[src/rtl/dsp_term_pkg.sv]
// rtl/dsp_term_pkg.sv - shared states, byte codes and cell-address helper for dsp_term
package dsp_term_pkg;

    typedef enum logic [1:0] {
        ST_IDLE    = 2'd0,
        ST_PUT     = 2'd1,
        ST_CLRLINE = 2'd2,
        ST_CLRSCR  = 2'd3
    } state_t;

    localparam logic [7:0] CHR_CR    = 8'h0D;
    localparam logic [7:0] CHR_LF    = 8'h0A;
    localparam logic [7:0] CHR_BS    = 8'h08;
    localparam logic [7:0] CHR_FF    = 8'h0C;
    localparam logic [7:0] CHR_BLANK = 8'h20;

    function automatic logic [11:0] make_addr(input logic [4:0] row, input logic [6:0] col);
        return {row, col};
    endfunction

endpackage

[src/rtl/dsp_term_cursor.sv]
// rtl/dsp_term_cursor.sv - cursor row/column registers driven by one-hot FSM commands
module dsp_term_cursor
    import dsp_term_pkg::*;
#(
    parameter int ROWS = 30
) (
    input  logic       clk,
    input  logic       reset,
    input  logic       cmd_inc,
    input  logic       cmd_cr,
    input  logic       cmd_nl,
    input  logic       cmd_bs,
    input  logic       cmd_home,
    output logic [4:0] row,
    output logic [6:0] col,
    output logic [4:0] row_adv
);

    localparam logic [4:0] LAST_ROW = 5'(ROWS - 1);

    // Exposed so the FSM can address the freshly entered line in the same edge.
    assign row_adv = (row == LAST_ROW) ? 5'd0 : row + 5'd1;

    always_ff @(posedge clk or negedge reset) begin
        if (!reset) begin
            row <= 5'd0;
            col <= 7'd0;
        end else if (cmd_home) begin
            row <= 5'd0;
            col <= 7'd0;
        end else if (cmd_nl) begin
            row <= row_adv;
            col <= 7'd0;
        end else if (cmd_cr) begin
            col <= 7'd0;
        end else if (cmd_bs) begin
            if (col != 7'd0) col <= col - 7'd1;
        end else if (cmd_inc) begin
            col <= col + 7'd1;
        end
    end

endmodule

[src/rtl/dsp_term.sv]
// rtl/dsp_term.sv - byte-stream terminal engine driving dsp writes; DSP_TERM_CLEAR_EN adds form-feed/power-up screen clear
module dsp_term
    import dsp_term_pkg::*;
#(
    parameter int         COLS = 80,
    parameter int         ROWS = 30,
    parameter logic [7:0] ATTR = 8'h07
) (
    input  logic        clk,
    input  logic        reset,
    input  logic        ch_valid,
    input  logic [7:0]  ch_data,
    output logic        ch_ready,
    output logic        dsp_en,
    output logic        dsp_wr,
    output logic [11:0] dsp_addr,
    output logic [15:0] dsp_data,
    input  logic        dsp_wt,
    output logic [4:0]  cur_row,
    output logic [6:0]  cur_col
);

    localparam logic [6:0]  LAST_COL   = 7'(COLS - 1);
    localparam logic [15:0] BLANK_CELL = {ATTR, CHR_BLANK};
`ifdef DSP_TERM_CLEAR_EN
    localparam logic [4:0]  LAST_ROW   = 5'(ROWS - 1);
`endif

    state_t      state, state_d;
    logic [6:0]  clr_col, clr_col_d;
    logic        ch_ready_d, en_d;
    logic [11:0] addr_d;
    logic [15:0] data_d;
    logic        cmd_inc, cmd_cr, cmd_nl, cmd_bs, cmd_home;
    logic [4:0]  row_adv;
    logic        accept, done, printable;
`ifdef DSP_TERM_CLEAR_EN
    logic [4:0]  clr_row, clr_row_d;
    logic        init_done;
`endif

    assign accept    = ch_valid & ch_ready;
    assign done      = dsp_en & ~dsp_wt;
    assign printable = (ch_data >= 8'h20) && (ch_data <= 8'h7E);
    assign dsp_wr    = dsp_en;

    dsp_term_cursor #(.ROWS(ROWS)) u_cursor (
        .clk      (clk),
        .reset    (reset),
        .cmd_inc  (cmd_inc),
        .cmd_cr   (cmd_cr),
        .cmd_nl   (cmd_nl),
        .cmd_bs   (cmd_bs),
        .cmd_home (cmd_home),
        .row      (cur_row),
        .col      (cur_col),
        .row_adv  (row_adv)
    );

    // Next-state and next-output values; the bus outputs are registered below.
    always_comb begin
        state_d   = state;
        clr_col_d = clr_col;
        en_d      = 1'b0;
        addr_d    = 12'd0;
        data_d    = 16'd0;
        cmd_inc   = 1'b0;
        cmd_cr    = 1'b0;
        cmd_nl    = 1'b0;
        cmd_bs    = 1'b0;
        cmd_home  = 1'b0;
`ifdef DSP_TERM_CLEAR_EN
        clr_row_d = clr_row;
`endif
        case (state)
            ST_IDLE: begin
`ifdef DSP_TERM_CLEAR_EN
                if (!init_done || (accept && ch_data == CHR_FF)) begin
                    state_d   = ST_CLRSCR;
                    clr_col_d = 7'd0;
                    clr_row_d = 5'd0;
                    en_d      = 1'b1;
                    addr_d    = make_addr(5'd0, 7'd0);
                    data_d    = BLANK_CELL;
                end else
`endif
                if (accept) begin
                    if (printable) begin
                        state_d = ST_PUT;
                        en_d    = 1'b1;
                        addr_d  = make_addr(cur_row, cur_col);
                        data_d  = {ATTR, ch_data};
                    end else if (ch_data == CHR_CR) begin
                        cmd_cr = 1'b1;
                    end else if (ch_data == CHR_LF) begin
                        cmd_nl    = 1'b1;
                        state_d   = ST_CLRLINE;
                        clr_col_d = 7'd0;
                        en_d      = 1'b1;
                        addr_d    = make_addr(row_adv, 7'd0);
                        data_d    = BLANK_CELL;
                    end else if (ch_data == CHR_BS) begin
                        cmd_bs = 1'b1;
                    end
                end
            end
            ST_PUT: begin
                if (done) begin
                    if (cur_col < LAST_COL) begin
                        cmd_inc = 1'b1;
                        state_d = ST_IDLE;
                    end else begin
                        cmd_nl    = 1'b1;
                        state_d   = ST_CLRLINE;
                        clr_col_d = 7'd0;
                        en_d      = 1'b1;
                        addr_d    = make_addr(row_adv, 7'd0);
                        data_d    = BLANK_CELL;
                    end
                end else begin
                    en_d   = 1'b1;
                    addr_d = dsp_addr;
                    data_d = dsp_data;
                end
            end
            ST_CLRLINE: begin
                if (done) begin
                    if (clr_col == LAST_COL) begin
                        state_d = ST_IDLE;
                    end else begin
                        clr_col_d = clr_col + 7'd1;
                        en_d      = 1'b1;
                        addr_d    = make_addr(cur_row, clr_col_d);
                        data_d    = BLANK_CELL;
                    end
                end else begin
                    en_d   = 1'b1;
                    addr_d = dsp_addr;
                    data_d = dsp_data;
                end
            end
`ifdef DSP_TERM_CLEAR_EN
            ST_CLRSCR: begin
                if (done) begin
                    if (clr_col == LAST_COL && clr_row == LAST_ROW) begin
                        cmd_home = 1'b1;
                        state_d  = ST_IDLE;
                    end else begin
                        if (clr_col == LAST_COL) begin
                            clr_col_d = 7'd0;
                            clr_row_d = clr_row + 5'd1;
                        end else begin
                            clr_col_d = clr_col + 7'd1;
                        end
                        en_d   = 1'b1;
                        addr_d = make_addr(clr_row_d, clr_col_d);
                        data_d = BLANK_CELL;
                    end
                end else begin
                    en_d   = 1'b1;
                    addr_d = dsp_addr;
                    data_d = dsp_data;
                end
            end
`endif
            default: state_d = ST_IDLE;
        endcase
        ch_ready_d = (state_d == ST_IDLE);
    end

    always_ff @(posedge clk or negedge reset) begin
        if (!reset) begin
            state    <= ST_IDLE;
            clr_col  <= 7'd0;
            ch_ready <= 1'b0;
            dsp_en   <= 1'b0;
            dsp_addr <= 12'd0;
            dsp_data <= 16'd0;
`ifdef DSP_TERM_CLEAR_EN
            clr_row   <= 5'd0;
            init_done <= 1'b0;
`endif
        end else begin
            state    <= state_d;
            clr_col  <= clr_col_d;
            ch_ready <= ch_ready_d;
            dsp_en   <= en_d;
            dsp_addr <= addr_d;
            dsp_data <= data_d;
`ifdef DSP_TERM_CLEAR_EN
            clr_row   <= clr_row_d;
            init_done <= 1'b1;
`endif
        end
    end

endmodule

[config.mk]
export PLATFORM = sky130hd
export DESIGN_NAME = dsp_term
export DESIGN_NICKNAME = d
export VERILOG_FILES = /design/src/rtl/dsp_term_pkg.sv /design/src/rtl/dsp_term_cursor.sv /design/src/rtl/dsp_term.sv
export SDC_FILE = /design/constraint.sdc
export NUM_CORES = 1
export LEC_CHECK = 0
export CORE_MARGIN = 5
export CORE_UTILIZATION = 40
export CTS_BUF_LIST = sky130_fd_sc_hd__clkbuf_4 sky130_fd_sc_hd__clkbuf_8 sky130_fd_sc_hd__clkbuf_16
export DETAILED_ROUTE_END_ITERATION = 6
export PLACE_DENSITY = 0.69
export SLEW_MARGIN = 20
export SYNTH_ARGS = -nofsm -noshare
export SYNTH_HDL_FRONTEND = slang
export SYNTH_SLANG_ARGS = --single-unit
[constraint.sdc]
create_clock -name clk -period 3.6 [get_ports clk]
set_clock_uncertainty 0.15 [all_clocks]
set_input_delay 0.72 -clock clk [delete_from_list [all_inputs] [get_ports clk]]
set_output_delay 0.72 -clock clk [all_outputs]
set_load 0.02 [all_outputs]
==> results.py, run 1 <==
metrics = {
    "status": {
        "status": "completed",
    },
    "route": {
        "wl_per_cell_um": 16.9,
        "num_vias": 2196,
        "dr.pass1.iters": 4,
        "wl_met2_um": 3120,
        "dr.max_layer_used": "met4",
        "drc_errors": 0,
        "antenna_left": 0,
        "wirelength_um": 6740,
        "drt-initial-drc-count": 190,
        "wl_met3_um": 493,
        "vias_per_cell": 5.52,
        "wl_met1_um": 3060,
    },
    "synth": {
        "synth_cell_types": 54,
        "ys_seq_elements": 44,
        "synth_edf_count": 0,
        "postSynthAreaPerCell_um2": 9.73,
        "ys_seq_area_frac": 0.444,
        "yosys_warnings": 0,
        "synth_top_flop_cell": "dfrtp_1",
        "syn_inst": 255,
        "async_flop_share": 1.00,
        "synth_area_um2": 2480,
    },
    "clocking": {
        "cts_tree": "yes",
        "hold_buffers": 0,
        "htree_levels": 2,
        "cts.clk_slew.worst_paths_ps": 80,
        "cts_buffers": 5,
        "post_cts_buffers": 0,
        "cts-root-buf": "clkbuf_8",
        "clk_latency_ps": 300,
        "cts_buffer_depth": 2,
        "cts_num_sinks": 44,
    },
    "placed_design": {
        "place_inst": 391,
        "numPortBuffers": 49,
        "place_congestion": 0.849,
        "hpwl_um": 5030,
    },
    "worst_setup_path": {
        "critPathKind": "in -> reg",
        "max_stage_delay_ps": 560,
        "arrival_ps": 3520,
        "start_kind": "input pin",
        "critPathBufInv": 1,
        "worst_setup_path_end_kind": "register",
        "reg2reg_slack_ps": 810,
        "crit_fanout": 8,
        "crit_family": "simple AND/OR/NAND/NOR gates",
        "cp_cell_sequence": "clkdlybuf4s50_1 -> or4b_4 -> nor3_1 -> and3b_2 -> ha_1 -> o21ai_0 -> o21a_1 -> or3_1 -> a21bo_1 -> a31oi_1",
        "crit_required_ps": 3670,
        "slowest_stage": "or4b_4",
    },
    "die": {
        "fp.dieH_um": 88.8,
        "core_area_um2": 5990,
        "rows": 28,
        "start_util": 0.414,
        "io_pins": 55,
        "die-area_um2": 7880,
        "die_w_um": 88.8,
    },
    "global_route": {
        "grt_pass1_vias": 2218,
        "grt_pass1_wl_um": 11000,
        "grt_max_degree": 45,
        "gr-total-overflow": 0,
        "track_usage": 0.179,
        "antenna_found_initial": 0,
    },
    "cells_and_area": {
        "antenna_cells": 0,
        "area_growth_pct": 31.1,
        "layout.nets": 344,
        "finalNonFillerCells": 398,
        "drive_above_1_share": 0.146,
    },
    "pwr": {
        "peakVddDrop_v": 0.000227,
        "leakagePower_nw": 1.43,
        "cellPowerDensity_nw_per_um2": 458,
    },
    "timing": {
        "maxSlewViolCount": 0,
        "fmax_mhz": 290,
        "rsz0062_at_grt": "false",
        "hold_viol": 0,
        "period_share": 0.957,
        "post-route-min-period_ps": 3450,
        "setup_tns_ps": 0,
        "setup_viol": 0,
        "whs_ps": 248,
        "tightestPinTransition_ps": 835,
        "maxSlewHeadroom": 0.438,
    },
    "min_path": {
        "hp-class": "in -> async",
    },
    "run": {
        "drv_cap": 0,
    },
}
cell usage after synthesis (all sizes together), types with 2 or more instances:
| cell | n | area [um2] |
|---|---|---|
| dfrtp | 44 | 1100 |
| o21ai | 24 | 120 |
| nor2 | 22 | 82.6 |
| nand2 | 20 | 75.1 |
| a22o | 12 | 106 |
| a21oi | 10 | 50.1 |
| a22oi | 9 | 67.6 |
| buf | 9 | 65.1 |
| ha | 8 | 100 |
| mux2 | 8 | 90.1 |
| nand3 | 8 | 40.0 |
| clkbuf | 7 | 26.3 |
| inv | 6 | 22.5 |
| nand2b | 5 | 31.3 |
| xnor2 | 5 | 43.8 |
| a31oi | 4 | 25.0 |
| nor3 | 4 | 20.0 |
| o2bb2ai | 4 | 35.0 |
| a21o | 3 | 22.5 |
| o211ai | 3 | 22.5 |
| o21a | 3 | 22.5 |
| or4 | 3 | 26.3 |
| a211oi | 2 | 15.0 |
| a21boi | 2 | 15.0 |
| and2 | 2 | 12.5 |
| nand4 | 2 | 12.5 |
| nor2b | 2 | 12.5 |
| or3 | 2 | 12.5 |
| xor2 | 2 | 17.5 |
stage by stage:
step	instance area, um2	utilization	setup WS [ps]	total power, W
floorplan	2500	-	285	0.000989
global placement	3170	0.529	-111	0.00119
detailed placement	3170	0.529	-270	0.00120
CTS	3250	0.543	58.1	0.00150
global route	3250	0.543	16.1	0.00159
finish	3250	0.543	154	0.00149
layer usage:
metal	up-vias	global-route usage
met1	1050	0.253
met4	0	0.0398
met5	-	0
met2	79	0.286
li1	1061	-
met3	6	0.0317
sequential cells by signal, indices dropped and copies added, names as in the netlist:
name          count
dsp_data          9
u_cursor.row      5
u_cursor.col      7
clr_col           7
ch_ready          1
dsp_en            1
dsp_addr         12
state             2
cell families (layout without fill, tap and decap cells):
logic type	Yosys count	after routing	share of synthesized area
adder cells (fa/ha/maj)	10	10	0.0524
buffers and inverters	22	86	0.0459
XOR/XNOR	7	7	0.0247
multiplexers	9	9	0.0403
flip-flops	44	44	0.444
AO/OA/AOI/OAI	84	84	0.232
other	1	5	0.00151
AND/OR/NAND/NOR	78	78	0.159
cell usage in the layout (no fill, tap or decap), drive strengths merged, types with 5 or more instances in the layout:
| cell | n |
|---|---|
| conb | 5 |
| ha | 8 |
| a22o | 12 |
| nand2 | 20 |
| o21ai | 24 |
| nand2b | 5 |
| xnor2 | 5 |
| nor2 | 22 |
| a22oi | 9 |
| mux2 | 8 |
| a21oi | 10 |
| dfrtp | 44 |
| clkbuf | 5 |
| clkdlybuf4s50 | 48 |
| inv | 6 |
| nand3 | 8 |
| buf | 25 |
worst paths after layout:
check                                 start              end  cells after the start
worst max-delay path             ch_data[6]  u_cursor.col[6]                     10
worst min-delay path                  reset  u_cursor.col[1]                      1
worst max register to register   clr_col[0]     dsp_addr[11]                      6
worst min register to register  dsp_addr[7]      dsp_addr[7]                      2
max in group asynchronous             reset  u_cursor.col[5]                      1
min in group clk                dsp_addr[7]      dsp_addr[7]                      2
repair_timing:
item | in CTS | in global routing
hold endpoints to repair | 0 | 0
resized for setup | 0 | 1
endpoints found under the setup margin | 0 | 1
cell type report:
type / instances / area, um2
Inverter: 6 / 22.5
Clock buffer: 5 / 68.8
Tap cell: 75 / 93.8
Timing Repair Buffer: 73 / 668
Sequential cell: 44 / 1100
Clock inverter: 2 / 12.5
Fill cell: 533 / 2740
Multi-Input combinational cell: 193 / 1290
where the power goes:
| part | internal [W] | switching [W] |
|---|---|---|
| registers | 0.000573 | 0.0000724 |
| clock network | 0.000131 | 0.000163 |
| logic | 0.000251 | 0.000298 |
| total | 0.000956 | 0.000533 |
Power figures use the tool's default switching activity.
==> run 2: changes to the inputs <==
--- a/config.mk
+++ b/config.mk
@@ -5,7 +5,6 @@
 export SDC_FILE = /design/constraint.sdc
 export NUM_CORES = 1
 export LEC_CHECK = 0
-export CORE_MARGIN = 5
 export CORE_UTILIZATION = 40
 export CTS_BUF_LIST = sky130_fd_sc_hd__clkbuf_4 sky130_fd_sc_hd__clkbuf_8 sky130_fd_sc_hd__clkbuf_16
 export DETAILED_ROUTE_END_ITERATION = 6
==> constraint.sdc (replaced) <==
create_clock -name clk -period 4.23 [get_ports clk]
set_clock_uncertainty 0.15 [all_clocks]
set_input_delay 0.846 -clock clk [delete_from_list [all_inputs] [get_ports clk]]
set_output_delay 0.846 -clock clk [all_outputs]
set_load 0.02 [all_outputs]
==> results.py, run 2 (synthesized netlist as in run 1, its figures left out) <==
metrics = {
    "clocking": {
        "clk_latency_ps": 290,
        "post_cts_buffers": 0,
        "htree_levels": 2,
        "cts_num_sinks": 44,
        "cts-root-buf": "clkbuf_8",
        "cts_resized": 0,
        "hold_buffers": 0,
        "cts_buffer_depth": 2,
        "cts.clk_slew.worst_paths_ps": 80,
        "cts_buffers": 5,
        "cts_tree": "yes",
    },
    "cells_and_area": {
        "drive_above_1_share": 0.0858,
        "final_common_cell": "clkdlybuf4s50_1",
        "regMostFlops": "dsp_addr",
        "top_regs": "dsp_addr (12), dsp_data (9)",
        "area_growth_pct": 26.9,
        "antenna_cells": 0,
        "mostFrequentLayoutCells": "clkdlybuf4s50_1, dfrtp_1, nor2_1, o21ai_0, nand2_1",
        "layout.nets": 324,
        "largest_reg_flops": 12,
    },
    "status": {
        "status": "completed",
    },
    "timing": {
        "hold_viol": 0,
        "tightestPinTransition_ps": 818,
        "post-route-min-period_ps": 3720,
        "maxSlewHeadroom": 0.450,
        "period_share": 0.879,
        "rsz0062_at_grt": "false",
        "whs_ps": 334,
        "setup_slack_ps": 511,
        "maxSlewViolCount": 0,
        "setup_viol": 0,
        "setup_tns_ps": 0,
        "fmax_mhz": 269,
    },
    "die": {
        "io_pins": 55,
        "start_util": 0.417,
        "rows": 28,
        "core_area_um2": 5960,
        "die-area_um2": 6520,
        "fp.dieH_um": 80.8,
        "die_w_um": 80.8,
    },
    "pwr": {
        "leakagePower_nw": 1.36,
        "cellPowerDensity_nw_per_um2": 438,
        "peakVddDrop_v": 0.000233,
        "p_total_w": 0.00138,
    },
    "run": {
        "drv_cap": 0,
    },
    "route": {
        "drt-initial-drc-count": 156,
        "drc_errors": 0,
        "num_vias": 2117,
        "vias_per_cell": 5.60,
        "antenna_left": 0,
        "dr.pass1.iters": 4,
        "wirelength_um": 6120,
        "wl_per_cell_um": 16.2,
    },
    "placed_design": {
        "dp_slack_ps": 238,
        "place_congestion": 0.896,
        "numPortBuffers": 49,
        "hpwl_um": 4430,
    },
    "global_route": {
        "grt_max_degree": 45,
        "grt_pass1_wl_um": 9590,
        "track_usage": 0.197,
        "antenna_found_initial": 0,
        "grt_pass1_vias": 1837,
        "gr-total-overflow": 0,
    },
    "worst_setup_path": {
        "worst_setup_path_end_kind": "register",
        "crit_fanout": 8,
        "arrival_ps": 3790,
        "start_kind": "input pin",
        "crit_required_ps": 4300,
        "r2r_cells": 9,
        "critPathKind": "in -> reg",
    },
    "min_path": {
        "hold_path_depth": 2,
        "hp-class": "reg -> reg",
    },
}
run 2: layout make-up:
class                   count  area (um2)
multi-input cells         193        1290
inverters                   6        22.5
clock buffers               5        68.8
fillers                   559        2810
flip-flops and latches     44        1100
well taps                  75        93.8
repair buffers             53         518
clock inverters             2        60.1
run 2: per-stage QoR:
step           area [um2]  cells  utilization
2_1_floorplan        2500    259            -
3_3_place_gp         3020    371        0.507
3_5_place_dp         3020    371        0.507
4_1_cts              3150    378        0.529
5_1_grt              3150    378        0.529
6_report             3150    378        0.529
run 2: power by group:
part / switching [W] / internal [W] / leakage [nW]
Combinational: 0.000251 / 0.000210 / 0.735
Clock: 0.000136 / 0.000232 / 0.0642
Sequential: 0.0000623 / 0.000488 / 0.557
run 2: path summary, 6_finish.rpt:
check,startpoint,slack (ps),to
max reg2reg,state[0],1320,u_cursor.col[6]
min reg2reg,dsp_addr[11],330,dsp_addr[11]
min,dsp_addr[11],330,dsp_addr[11]
max in group asynchronous,reset,3160,u_cursor.col[5]
min in group asynchronous,reset,380,dsp_data[7]
max,ch_data[6],510,u_cursor.col[6]
run 2: critical path, cell delays in order:
cell	delay [ps]
clkdlybuf4s50_1	470
or4b_4	570
nor3_1	180
and3b_1	380
ha_1	290
o21ai_0	140
o21a_1	190
or3_1	360
a21bo_1	200
a31oi_1	150
run 2: per-layer routing:
metal,GRT usage,vias up,share of wire
met2,0.303,61,0.45
met1,0.280,1023,0.49
met4,0.0571,0,0.012
met5,0,-,0
met3,0.0393,4,0.051
li1,-,1029,-
==> run 3: changes to the inputs <==
--- a/config.mk
+++ b/config.mk
@@ -9,7 +9,6 @@
 export CTS_BUF_LIST = sky130_fd_sc_hd__clkbuf_4 sky130_fd_sc_hd__clkbuf_8 sky130_fd_sc_hd__clkbuf_16
 export DETAILED_ROUTE_END_ITERATION = 6
 export PLACE_DENSITY = 0.69
-export SLEW_MARGIN = 20
 export SYNTH_ARGS = -nofsm -noshare
 export SYNTH_HDL_FRONTEND = slang
 export SYNTH_SLANG_ARGS = --single-unit
==> constraint.sdc (replaced) <==
create_clock -name clk -period 3.7 [get_ports clk]
set_clock_uncertainty 0.15 [all_clocks]
set_input_delay 0.74 -clock clk [delete_from_list [all_inputs] [get_ports clk]]
set_output_delay 0.74 -clock clk [all_outputs]
set_load 0.02 [all_outputs]
==> results.py, run 3 (synthesized netlist as in run 1, its figures left out) <==
metrics = {
    "global_route": {
        "grt_pass1_vias": 2024,
        "gr-total-overflow": 0,
        "grt_pass1_wl_um": 10300,
        "track_usage": 0.211,
        "grt_max_degree": 45,
        "antenna_found_initial": 0,
    },
    "pwr": {
        "p_sw_w": 0.000524,
        "leakagePower_nw": 1.43,
        "clock_power_share": 0.253,
        "peakVddDrop_v": 0.000274,
        "p_sw_frac": 0.339,
        "power.internal_w": 0.00102,
        "pwr-share-comb": 0.341,
        "seqPwrFrac": 0.406,
        "cellPowerDensity_nw_per_um2": 475,
    },
    "cells_and_area": {
        "area_growth_pct": 31.0,
        "layout.nets": 339,
        "mostFrequentLayoutCells": "clkdlybuf4s50_1, dfrtp_1, nor2_1, o21ai_0, nand2_1",
        "top_regs": "dsp_addr (12), dsp_data (9)",
        "regMostFlops": "dsp_addr",
        "final_common_cell": "clkdlybuf4s50_1",
        "largest_reg_flops": 12,
        "antenna_cells": 0,
        "final_util": 0.546,
        "drive_above_1_share": 0.132,
    },
    "worst_setup_path": {
        "reg2reg_slack_ps": 860,
        "worst_setup_path_end_kind": "register",
        "crit_family": "simple AND/OR/NAND/NOR gates",
        "rr_endpoint": "u_cursor.col[6]",
        "reg2reg_from": "state[0]",
        "r2r_cells": 9,
        "max_stage_delay_ps": 550,
        "arrival_ps": 3570,
        "slowest_stage": "or4b_4",
        "start_kind": "input pin",
        "critPathBufInv": 1,
        "crit_fanout": 6,
        "cp_cell_sequence": "clkdlybuf4s50_1 -> or4b_4 -> nor3_1 -> and3b_1 -> fa_1 -> a211oi_1 -> o21a_1 -> or3_1 -> a21bo_1 -> a31oi_1",
        "crit_required_ps": 3770,
        "critPathKind": "in -> reg",
    },
    "die": {
        "die-area_um2": 6520,
        "io_pins": 55,
        "die_w_um": 80.8,
        "rows": 28,
        "start_util": 0.417,
        "core_area_um2": 5960,
        "fp.dieH_um": 80.8,
    },
    "clocking": {
        "cts_tree": "yes",
        "cts-root-buf": "clkbuf_8",
        "clk_latency_ps": 300,
        "htree_levels": 2,
        "cts_buffer_depth": 2,
        "cts_buffers": 5,
        "cts_resized": 0,
        "post_cts_buffers": 0,
        "cts.clk_slew.worst_paths_ps": 90,
        "cts_num_sinks": 44,
        "hold_buffers": 0,
    },
    "min_path": {
        "hold_path_depth": 2,
        "holdCritStartpoint": "dsp_addr[9]",
        "hold_path_end": "dsp_addr[9]",
        "hp-class": "reg -> reg",
    },
    "route": {
        "vias_per_cell": 5.50,
        "wl_per_cell_um": 16.0,
        "drc_errors": 0,
        "wirelength_um": 6290,
        "antenna_left": 0,
        "num_vias": 2168,
        "dr.pass1.iters": 4,
        "drt-initial-drc-count": 185,
    },
    "timing": {
        "whs_ps": 334,
        "hold_viol": 0,
        "fmax_mhz": 286,
        "setup_viol": 0,
        "tightestPinTransition_ps": 967,
        "rsz0062_at_grt": "false",
        "maxSlewViolCount": 0,
        "post-route-min-period_ps": 3500,
        "period_share": 0.945,
        "maxSlewHeadroom": 0.355,
    },
    "run": {
        "drv_cap": 0,
    },
    "status": {
        "status": "completed",
    },
    "placed_design": {
        "hpwl_um": 4560,
        "place_congestion": 0.928,
        "numPortBuffers": 49,
    },
}
-- run 3: worst reg2reg max path: cells and delay by family, from the launching register on --
family / cells / cell delay [ps]
AO/OA/AOI/OAI: 4 / 660
adder cells (fa/ha/maj): 1 / 260
flip-flops: 1 / 440
AND/OR/NAND/NOR: 4 / 1250
-- run 3: layout make-up --
| class | count | area, um2 |
|---|---|---|
| fill | 560 | 2700 |
| multi-input combinational | 193 | 1290 |
| sequential | 44 | 1100 |
| timing repair buffer | 68 | 628 |
| tap | 75 | 93.8 |
| clock buffer | 6 | 82.6 |
| clock inverter | 2 | 38.8 |
| inverter | 6 | 22.5 |
-- run 3: layer usage --
metal,vias up,GRT usage,wire length [um]
li1,1061,-,-
met1,1041,0.312,3130
met2,60,0.313,2770
met3,6,0.0461,330
met4,0,0.0518,57
met5,-,0,0
-- run 3: power groups by stage --
stage	registers, W	logic (W)	clock network [W]
6_report	0.000627	0.000527	0.000392
5_1_grt	0.000641	0.000587	0.000420
4_1_cts	0.000627	0.000530	0.000397
3_5_place_dp	0.000637	0.000530	0
3_3_place_gp	0.000634	0.000521	0
2_1_floorplan	0.000675	0.000287	0
-- run 3: how the worst max path moves through the flow --
stage | start | to | depth (start not counted)
global route | ch_data[6] | u_cursor.col[6] | 10
global placement | ch_data[6] | u_cursor.col[6] | 10
CTS | ch_data[6] | u_cursor.col[6] | 10
floorplan | ch_data[6] | u_cursor.col[6] | 9
finish | ch_data[6] | u_cursor.col[6] | 10
detailed placement | ch_data[6] | u_cursor.col[6] | 10
-- run 3: per-stage QoR --
stage          worst slack [ps]  std cells  setup TNS (ps)  total power (W)  cell area, um2
4_1_cts                     228        394               0          0.00155            3250
2_1_floorplan               365        259               0         0.000962            2500
6_report                    205        394               0          0.00155            3250
3_3_place_gp               22.3        386               0          0.00116            3130
3_5_place_dp              -83.4        386           -83.4          0.00117            3130
5_1_grt                    43.1        394               0          0.00165            3250
